`config.mk`:
```
export PLATFORM = sky130hd
export DESIGN_NAME = pg_preprocess_stage_flat
export DESIGN_NICKNAME = d
export VERILOG_FILES = /design/src/rtl/pg_preprocess_stage_pkg.sv /design/src/rtl/pg_preprocess_stage_if.sv /design/src/rtl/pg_preprocess_stage_pg_bit.sv /design/src/rtl/pg_preprocess_stage.sv /design/src/flat_wrapper.sv
export SDC_FILE = /design/constraint.sdc
export NUM_CORES = 1
export LEC_CHECK = 0
export CAP_MARGIN = 20
export CORE_MARGIN = 2
export CORE_UTILIZATION = 30
export DETAILED_ROUTE_END_ITERATION = 10
export GPL_ROUTABILITY_DRIVEN = 1
export SYNTH_ARGS = -nofsm -noshare
export SYNTH_HDL_FRONTEND = slang
export SYNTH_SLANG_ARGS = --single-unit
```
`constraint.sdc`:
```
create_clock -name clk -period 4.25 [get_ports clk]
set_clock_uncertainty 0.05 [all_clocks]
set_input_delay 0.6375 -clock clk [delete_from_list [all_inputs] [get_ports clk]]
set_output_delay 0.6375 -clock clk [all_outputs]
set_load 0.05 [all_outputs]
```
`src/rtl/pg_preprocess_stage_pkg.sv`:
```
// Shared adder definitions: buffer state encoding, default width, gray-cell generate.
package pg_preprocess_stage_pkg;

   localparam int unsigned DEFAULT_WIDTH = 16;
   localparam int unsigned STATE_W       = 2;

   localparam logic [STATE_W-1:0] ST_EMPTY = 2'b00;
   localparam logic [STATE_W-1:0] ST_ONE   = 2'b01;
   localparam logic [STATE_W-1:0] ST_FULL  = 2'b10;

   // Gray cell: group generate from a high (g, p) pair and a lower generate.
   function automatic logic gray_g(input logic g_hi, input logic p_hi, input logic g_lo);
      return g_hi | (p_hi & g_lo);
   endfunction

endpackage

```
`src/rtl/pg_preprocess_stage_if.sv`:
```
// Upstream operand handshake plus downstream g/p handshake of the preprocess stage.
interface pg_preprocess_stage_if
   import pg_preprocess_stage_pkg::*;
#(
   parameter int unsigned WIDTH = DEFAULT_WIDTH
);
   logic             in_valid;
   logic             in_ready;
   logic [WIDTH-1:0] a;
   logic [WIDTH-1:0] b;
   logic             cin;
   logic             out_valid;
   logic             out_ready;
   logic [WIDTH-1:0] g;
   logic [WIDTH-1:0] p;
   logic             c0;

   // Environment side: offers operands, consumes g/p words.
   modport master (
      output in_valid, a, b, cin, out_ready,
      input  in_ready, out_valid, g, p, c0
   );

   // Stage side.
   modport slave (
      input  in_valid, a, b, cin, out_ready,
      output in_ready, out_valid, g, p, c0
   );
endinterface

```
`src/rtl/pg_preprocess_stage_pg_bit.sv`:
```
// Single-bit generate/propagate cell.
module pg_bit (
   input  logic a,
   input  logic b,
   output logic g_c,
   output logic p_c
);
   assign g_c = a & b;
   assign p_c = a ^ b;
endmodule

```
`src/rtl/pg_preprocess_stage.sv`:
```
// Prefix-adder preprocess stage: per-bit g/p with carry-in folded into bit 0,
// buffered by a 2-entry skid buffer so in_ready never depends on out_ready.
module pg_preprocess_stage
   import pg_preprocess_stage_pkg::*;
#(
   parameter int unsigned WIDTH = DEFAULT_WIDTH
) (
   input logic                  clk,
   input logic                  rst,
   pg_preprocess_stage_if.slave bus
);

   logic [STATE_W-1:0] state_q, state_d;
   logic [WIDTH-1:0]   main_g_q, main_g_d, main_p_q, main_p_d;
   logic               main_c0_q, main_c0_d;
   logic [WIDTH-1:0]   skid_g_q, skid_g_d, skid_p_q, skid_p_d;
   logic               skid_c0_q, skid_c0_d;
   logic               in_ready_q, in_ready_d;
   logic               out_valid_q, out_valid_d;

   logic [WIDTH-1:0]   g_raw_c, p_c, g_c;
   logic               in_xfer_c, out_xfer_c;

   for (genvar i = 0; i < WIDTH; i++) begin : g_bit
      pg_bit u_pg_bit (
         .a   (bus.a[i]),
         .b   (bus.b[i]),
         .g_c (g_raw_c[i]),
         .p_c (p_c[i])
      );
   end

   // Fold carry-in into the bit-0 generate.
   always_comb begin
      g_c    = g_raw_c;
      g_c[0] = gray_g(g_raw_c[0], p_c[0], bus.cin);
   end

   assign in_xfer_c  = bus.in_valid & in_ready_q;
   assign out_xfer_c = out_valid_q & bus.out_ready;

   // Next-state and buffer data selection.
   always_comb begin
      state_d   = state_q;
      main_g_d  = main_g_q;
      main_p_d  = main_p_q;
      main_c0_d = main_c0_q;
      skid_g_d  = skid_g_q;
      skid_p_d  = skid_p_q;
      skid_c0_d = skid_c0_q;
      case (state_q)
         ST_EMPTY: begin
            if (in_xfer_c) begin
               main_g_d  = g_c;
               main_p_d  = p_c;
               main_c0_d = bus.cin;
               state_d   = ST_ONE;
            end
         end
         ST_ONE: begin
            if (in_xfer_c && out_xfer_c) begin
               main_g_d  = g_c;
               main_p_d  = p_c;
               main_c0_d = bus.cin;
            end else if (in_xfer_c) begin
               skid_g_d  = g_c;
               skid_p_d  = p_c;
               skid_c0_d = bus.cin;
               state_d   = ST_FULL;
            end else if (out_xfer_c) begin
               state_d = ST_EMPTY;
            end
         end
         ST_FULL: begin
            if (out_xfer_c) begin
               main_g_d  = skid_g_q;
               main_p_d  = skid_p_q;
               main_c0_d = skid_c0_q;
               state_d   = ST_ONE;
            end
         end
         default: state_d = ST_EMPTY;
      endcase
      in_ready_d  = (state_d != ST_FULL);
      out_valid_d = (state_d != ST_EMPTY);
   end

   // State and buffer registers; reset discards all buffered words.
   always_ff @(posedge clk or posedge rst) begin
      if (rst) begin
         state_q     <= ST_EMPTY;
         main_g_q    <= '0;
         main_p_q    <= '0;
         main_c0_q   <= 1'b0;
         skid_g_q    <= '0;
         skid_p_q    <= '0;
         skid_c0_q   <= 1'b0;
         in_ready_q  <= 1'b1;
         out_valid_q <= 1'b0;
      end else begin
         state_q     <= state_d;
         main_g_q    <= main_g_d;
         main_p_q    <= main_p_d;
         main_c0_q   <= main_c0_d;
         skid_g_q    <= skid_g_d;
         skid_p_q    <= skid_p_d;
         skid_c0_q   <= skid_c0_d;
         in_ready_q  <= in_ready_d;
         out_valid_q <= out_valid_d;
      end
   end

   assign bus.in_ready  = in_ready_q;
   assign bus.out_valid = out_valid_q;
   assign bus.g         = main_g_q;
   assign bus.p         = main_p_q;
   assign bus.c0        = main_c0_q;

endmodule
```
`src/flat_wrapper.sv`:
```
// flat-port wrapper written by rule: the top's interface ports become plain ports
module pg_preprocess_stage_flat import pg_preprocess_stage_pkg::*;
#(
   parameter int unsigned WIDTH = DEFAULT_WIDTH
)
  (clk, rst, bus_in_valid, bus_a, bus_b, bus_cin, bus_out_ready, bus_in_ready, bus_out_valid, bus_g, bus_p, bus_c0);
  pg_preprocess_stage_if #(.WIDTH(WIDTH)) bus_i ();
  input logic clk;
  input logic rst;
  input wire logic [$bits(bus_i.in_valid)-1:0] bus_in_valid;
  input wire logic [$bits(bus_i.a)-1:0] bus_a;
  input wire logic [$bits(bus_i.b)-1:0] bus_b;
  input wire logic [$bits(bus_i.cin)-1:0] bus_cin;
  input wire logic [$bits(bus_i.out_ready)-1:0] bus_out_ready;
  output wire logic [$bits(bus_i.in_ready)-1:0] bus_in_ready;
  output wire logic [$bits(bus_i.out_valid)-1:0] bus_out_valid;
  output wire logic [$bits(bus_i.g)-1:0] bus_g;
  output wire logic [$bits(bus_i.p)-1:0] bus_p;
  output wire logic [$bits(bus_i.c0)-1:0] bus_c0;
  assign bus_i.in_valid = bus_in_valid;
  assign bus_i.a = bus_a;
  assign bus_i.b = bus_b;
  assign bus_i.cin = bus_cin;
  assign bus_i.out_ready = bus_out_ready;
  assign bus_in_ready = bus_i.in_ready;
  assign bus_out_valid = bus_i.out_valid;
  assign bus_g = bus_i.g;
  assign bus_p = bus_i.p;
  assign bus_c0 = bus_i.c0;
  pg_preprocess_stage #(.WIDTH(WIDTH)) u_core (.clk(clk), .rst(rst), .bus(bus_i));
endmodule
```
### Word level (Yosys, flattened, before mapping)

Cells that the tools add are included.

* reductions and logical operators: 6
* muxes and demuxes: 18
* bitwise operators: 37
* eq/ne operators: 6

Operators with widths (number)
* $mux W16: 6
* $pmux W16 S3: 2
* $and A1 B1 Y1: 19
* $xor A1 B1 Y1: 16
* $mux W2: 5
* $ne A2 B1 Y1 const B: 3
* $pmux W2 S3: 1
* $reduce_and A4 Y1: 1
* $mux W1: 3
* $pmux W1 S3: 1
* $reduce_and A3 Y1: 1
* $reduce_bool A3 Y1: 1
* $eq A2 B1 Y1 const B: 1
* $eq A2 B2 Y1 const B: 1
* $logic_not A2 Y1: 1
* $ne A2 B2 Y1 const B: 1
* $reduce_bool A2 Y1: 1
* $logic_and A1 B1 Y1: 1
* $not A1 Y1: 1
* $or A1 B1 Y1: 1

* word-level logic and storage cells: 76
* register bits after elaboration: 70
* output and inout bits: 35
* input port bits: 37

### Longest topological paths before layout

Gate-level depths: netlist of run 1.

* depth after elaboration: 6
* depth in mapped cells: 5
* mapped depth without buffers: 4

### Cells and area by module

From an unflattened synthesis of run 1, not the netlist that was laid out.

* cells, all modules: 213
* area, all modules: 3379.5 sq um

Modules (own cells, without submodules)
* pg_preprocess_stage: sequential area each 1752.9 sq um, area an instance 3179.3 sq um, times used 1, cells each 197
* pg_bit: sequential area each 0.0 sq um, area an instance 12.5 sq um, times used 16, cells each 1

### Worst setup path after synthesis of run 1

No wires, ideal clock.

* path type: flip-flop to flip-flop
* start point: register u_core.in_ready_q, in the netlist u_core.bus.in_ready
* end point: register u_core.main_p_q[10], in the netlist u_core.bus.p[10]
* library setup time: 0.128 ns
* arrival: 1.718 ns
* slack: 2.354 ns
* path buffers: 1
* clock period less this slack: 1.896 ns
* stages on the path, launching flop included: 5
* required time: 4.072 ns
* cells stage by stage: dfstp_2 > nand4_1 > o211ai_2 > buf_2 > mux2_1

* cells in the longest elaborated chain, start to end: 4
* elaborated cells on any way between the ends: 5

RTL lines
* start, declared: line pg_preprocess_stage.sv:18 `logic in_ready_q, in_ready_d;`
* start signal, assigned: line pg_preprocess_stage.sv:108 `in_ready_q <= in_ready_d;`
* $and A1 B1 Y1 (*): line pg_preprocess_stage.sv:39 `assign in_xfer_c = bus.in_valid & in_ready_q;`
* $logic_and A1 B1 Y1: line pg_preprocess_stage.sv:61 `if (in_xfer_c && out_xfer_c) begin`
* $ne A2 B1 Y1 (no source line)
* $reduce_and A4 Y1 (no source line) (*)
* end signal, assigned: line pg_preprocess_stage.sv:103 `main_p_q <= main_p_d;`
* end, declared: line pg_preprocess_stage.sv:14 `logic [WIDTH-1:0] main_g_q, main_g_d, main_p_q, main_p_d;`

Every way passes the cells marked *; elsewhere a longest branch is shown, timed or not.
A chain may end at the register's enable or synchronous reset.

### Worst setup path after layout of run 1

* start point: register u_core.in_ready_q, in the netlist u_core.bus.in_ready
* end point: output bus_in_ready

RTL lines
* end, declared: line flat_wrapper.sv:15 `output wire logic [$bits(bus_i.in_ready)-1:0] bus_in_ready;`

No word-level cell between the ends.

==> qor.csv, run 1 <==
metric,value,unit
GR Util met2,17.4,%
"FFs w/ async S/R, synth",100,%
Sink Count,70,
root buf cell,clkbuf_16,
"Clk pin slew, worst setup/hold paths",0.06,ns
crit path DAT,1.70,ns
Post-CTS Resized,0,
Post-CTS Setup Bufs,0,
Synth Flop Type,dfrtp_1,
CTS tree,done,
Initial Util,30.4,%
core area,11300,sq um
Worst path max stage delay,0.81,ns
Final Max Tran Viols,0,
Syn Area/Cell,16.1,sq um
worst-margin pin slew,1.01,ns
DRT Pass-1 Iters,4,
RD Place Congestion,0.728,
crit-path leading delay family,buffers and inverters,
Crit Path Max Fanout,5,
hpwl dp,4.32,mm
Total GRT Usage,11.4,%
Die ar.,12400,sq um
top post-synthesis cells by area,"dfrtp_1, mux2_4, mux2_2",
startpoint types,flop,
fmax,419,MHz
Crit path buffers/inverters,1,
"area leader, netlist",dfrtp_1,
Skew-Pair Late Insertion Delay,0.33,ns
crit share post-route,56.1,%
Mapped Cells,214,
Final Net Count,341,
Post-DRT Antenna Nets,0,
setup violators final,0,
crit path capture type,primary output,
maxcap violations,0,
Rows,39,
number of flops mapped to enable cells by yosys,0,
register area,1750,sq um
vias,1978,
Synthesized Nets,267,
final wirelength,6.60,mm
Worst path slowest cell,clkdlybuf4s50_1,
post-synth top area share,50.1,%
final core utilization,41.0,%
synthesized flop and latch total,70,
layout cells sized above 1,38.2,%
number of global-route vias before repair,2151,
# port buffers,71,
Tmin final,2.38,ns
I/O pin cnt,72,
largest net degree at the start of global routing,43,
Die Wd,111,um
final setup TNS,0,ns
grt ovf,0,
CP Class,flop to primary output,
Top Usage Layer GRT,met2,
initial antenna violation count,0,
synth-to-layout area growth,34.8,%
power consumption,0.00410,W
cell area after technology mapping,3440,sq um
Yosys warning total,0,
CP Cell Sequence,clkdlybuf4s50_1,
CTS Buf Count,9,
chip height,111,um
Worst Hold Class,flop to flop,
"Seq/Total Area, Yosys",50.9,%
Peak VDD IR,0.000554,V
M1 GR Usage,15.0,%
Pwr Density,882,nW/um^2
initial DRC count,51,
ant diodes,0,
Hold Fails Final Rpt,0,
first-pass GRT wire length,11.0,mm
filler instances,1068,
routed vias/inst,4.54,
Lkg Pwr,2.10,nW
normalized max-slew margin,32.9,%
Cell variety after synth,26,
unrepaired setup endpoints after global routing,false,
M3 GR Usage,3.17,%
clock tree buffer depth,2,
"Req. time, crit path",3.56,ns
Avg WL per Cell,15.1,um
Residual DRC,0,
outcome,completed,
H-tree levels,3,
hold_buf cts,0,
footprint of the multi-input gates,1600,sq um
layout make-up:
class                           instances  area share [%]
Clock inverter                          5            2.77
Inverter                                2           0.189
Multi-Input combinational cell        132            34.4
Clock buffer                           11            5.44
Timing Repair Buffer                   73            15.6
Tap cell                              143            3.85
Sequential cell                        70            37.7
report_power, final:
group	internal (W)	switching [W]	leakage, nW
Clock	0.000666	0.000285	0.186
Sequential	0.00101	0.000192	0.860
Combinational	0.000906	0.00104	1.06
cells in the mapped netlist (2+ instances only):
library cell / instances
buf_2: 2
dfrtp_1: 69
nand2_1: 2
inv_1: 2
ha_1: 16
mux2_1: 11
and2_1: 2
mux2_2: 50
mux2_4: 38
buf_4: 5
buf_12: 2
metrics by stage:
stage / hold slack, ns / setup WS, ns / instances / area [sq um]
floorplan: 0.424 / 1.80 / 214 / 3440
global placement: 0.424 / 1.65 / 420 / 4260
detailed placement: 0.428 / 1.57 / 420 / 4260
CTS: 0.442 / 1.85 / 436 / 4640
global route: 0.460 / 1.80 / 436 / 4640
finish: 0.434 / 1.87 / 436 / 4640
path summary, 6_finish.rpt:
path                                     start                   to  slack (ns)  cells after the start
max                        u_core.bus.in_ready         bus_in_ready        1.87                      1
min                            u_core.bus.p[4]      u_core.bus.p[4]        0.43                      1
max reg2reg                  u_core.state_q[1]      u_core.bus.p[9]        2.12                      3
min reg2reg                    u_core.bus.p[4]      u_core.bus.p[4]        0.43                      1
max in group asynchronous                  rst   u_core.skid_g_q[0]        2.62                      3
min in group asynchronous                  rst  u_core.skid_g_q[13]        0.69                      2
cells by family (layout without fill, tap and decap cells):
logic type	after synthesis	after routing	synth area share (%)
compound gates	7	7	1.63
fa+ha+maj	16	16	5.81
buf+inv	12	91	3.09
flops	70	70	50.9
mux	99	99	36.5
simple gates	10	10	2.07
metal layers:
metal	part of all wire [%]	vias to the layer above
met5	0	-
met4	2.3	0
met3	4.6	14
met2	47	48
met1	47	985
li1	-	931
cells in the final DEF, fill, tap and decap left out:
cell,netlist,final
mux2_1,11,11
clkinv_4,0,1
inv_1,2,1
a21boi_0,1,1
bufinv_16,0,4
nand4bb_1,1,1
and3b_2,1,1
mux2_4,38,38
a21o_1,1,1
and2_1,2,2
clkbuf_8,0,2
clkdlybuf4s50_1,0,71
nand2b_2,1,1
nand2_1,2,1
a21boi_1,1,1
clkinv_2,0,1
nand4_1,1,1
o21ai_0,1,1
nand2_2,0,1
dfstp_2,1,1
clkbuf_16,0,9
a2bb2oi_1,1,1
nor2b_1,1,1
ha_1,16,16
o211ai_4,0,1
nand4b_1,1,1
dfrtp_1,69,69
o211ai_1,1,1
buf_4,5,2
mux2_2,50,50
flip-flops by register name (all words and copies together), names as in the netlist:
name / count
u_core.bus.in_ready: 1
u_core.skid_c0_q: 1
u_core.state_q: 2
u_core.skid_g_q: 16
u_core.skid_p_q: 16
u_core.bus.g: 16
u_core.bus.p: 16
u_core.bus.c0: 1
u_core.bus.out_valid: 1
Power figures use the tool's default switching activity.
==> run 2, diff against run 1 <==
clock period = 2.2 ns   (was 4.25 ns; I/O delays follow)
==> qor.csv, run 2 (synthesis gave the netlist of run 1 again) <==
metric,value,unit
power consumption,0.00759,W
Peak VDD IR,0.000788,V
flop-to-flop setup slack,0.42,ns
Initial Util,30.4,%
initial DRC count,39,
Total GRT Usage,11.1,%
crit-path leading delay family,buffers and inverters,
startpoint types,flop,
top sig layer,met4,
Worst path max stage delay,0.81,ns
CP Class,flop to primary output,
CP Cell Sequence,clkdlybuf4s50_1,
hpwl dp,4.66,mm
DRT met1 WL,3.07,mm
Post-DRT Antenna Nets,0,
filler instances,1082,
clock tree buffer depth,2,
Post-CTS Setup Bufs,0,
first-pass GRT wire length,10.6,mm
footprint of the multi-input gates,1600,sq um
most frequent cells in the layout,"clkdlybuf4s50_1, dfrtp_1, mux2_2",
hold_buf cts,0,
final core utilization,41.2,%
# port buffers,71,
Tmin final,2.08,ns
largest net degree at the start of global routing,31,
root buf cell,clkbuf_16,
core area,11300,sq um
chip height,111,um
final wirelength,6.59,mm
unrepaired setup endpoints after global routing,false,
Final Max Tran Viols,0,
final setup TNS,0,ns
Hold Fails Final Rpt,0,
routed vias/inst,4.48,
crit path DAT,1.70,ns
Residual DRC,0,
Reg-to-Reg End,u_core.bus.p[4],
Skew-Pair Late Insertion Delay,0.32,ns
Worst Hold Class,input port to async pin,
vias,1987,
DRT Pass-1 Iters,4,
Rows,39,
reg2reg path depth,4,
grt ovf,0,
Pwr Density,1630,nW/um^2
setup violators final,0,
CTS tree,done,
ant diodes,0,
DP Worst Slack,0.0839,ns
Die ar.,12400,sq um
Avg WL per Cell,14.8,um
number of global-route vias before repair,2041,
WL met3,288,um
normalized max-slew margin,64.1,%
Sink Count,70,
maxcap violations,0,
H-tree levels,3,
crit path capture type,primary output,
Final Net Count,349,
Die Wd,111,um
Post-CTS Resized,0,
"Clk pin slew, worst setup/hold paths",0.06,ns
"commonest non-fill, non-tap cell in the layout",clkdlybuf4s50_1,
worst setup margin,0.122,ns
RD Place Congestion,0.798,
register area,1750,sq um
initial antenna violation count,0,
Lkg Pwr,2.10,nW
R2R Path Start,u_core.bus.in_ready,
I/O pin cnt,72,
Worst path slowest cell,clkdlybuf4s50_1,
worst-margin pin slew,0.537,ns
"Req. time, crit path",1.82,ns
outcome,completed,
Crit Path Max Fanout,5,
Crit path buffers/inverters,1,
crit share post-route,94.4,%
CTS Buf Count,9,
synth-to-layout area growth,35.3,%
layout cells sized above 1,39.9,%
WL met2,3.16,mm
fmax,481,MHz
==> run 2: cell count changes in the layout (fill, tap and decap cells not counted) <==
| cell | delta |
|---|---|
| buf_4 | +5 |
| clkinvlp_4 | +4 |
| buf_12 | +3 |
| bufinv_16 | -3 |
| clkbuf_8 | -2 |
| clkinv_2 | +1 |
| clkinv_4 | -1 |
| inv_6 | +1 |
==> run 2: through the flow <==
step	instances	hold WS [ns]	instance area, sq um
finish	444	0.305	4660
global route	444	0.363	4660
CTS	444	0.332	4660
detailed placement	428	0.428	4360
global placement	428	0.421	4360
floorplan	214	0.424	3440
==> run 2: how the worst max path moves through the flow <==
stage / start / end / slack (ns) / cells after the start
after global placement: bus_in_valid / u_core.bus.p[1] / 0.15 / 5
after detailed placement: bus_in_valid / u_core.bus.p[3] / 0.08 / 5
after global routing: u_core.bus.in_ready / bus_in_ready / 0.07 / 1
final: u_core.bus.in_ready / bus_in_ready / 0.12 / 1
after floorplan: rst / u_core.bus.c0 / 0.05 / 1
after CTS: u_core.bus.in_ready / bus_in_ready / 0.11 / 1
==> run 2: final cells by class <==
cell class              count  share of cell area (%)
flip-flops and latches     70                    37.6
multi-input cells         132                    34.3
repair buffers             81                    17.7
clock buffers               9                    4.83
well taps                 143                    3.84
clock inverters             7                    1.58
inverters                   2                   0.188
==> run 2: power by group <==
| group | leakage, nW | total [W] | switching [W] | internal, W |
|---|---|---|---|---|
| logic | 1.11 | 0.00385 | 0.00202 | 0.00183 |
| clock network | 0.134 | 0.00143 | 0.000553 | 0.000878 |
| registers | 0.860 | 0.00231 | 0.000365 | 0.00195 |
==> run 2: metal layers <==
layer,vias to the layer above,global-route usage (%)
li1,945,-
met1,997,14.4
met2,41,17.1
met3,4,3.28
met4,0,4.94
met5,-,0
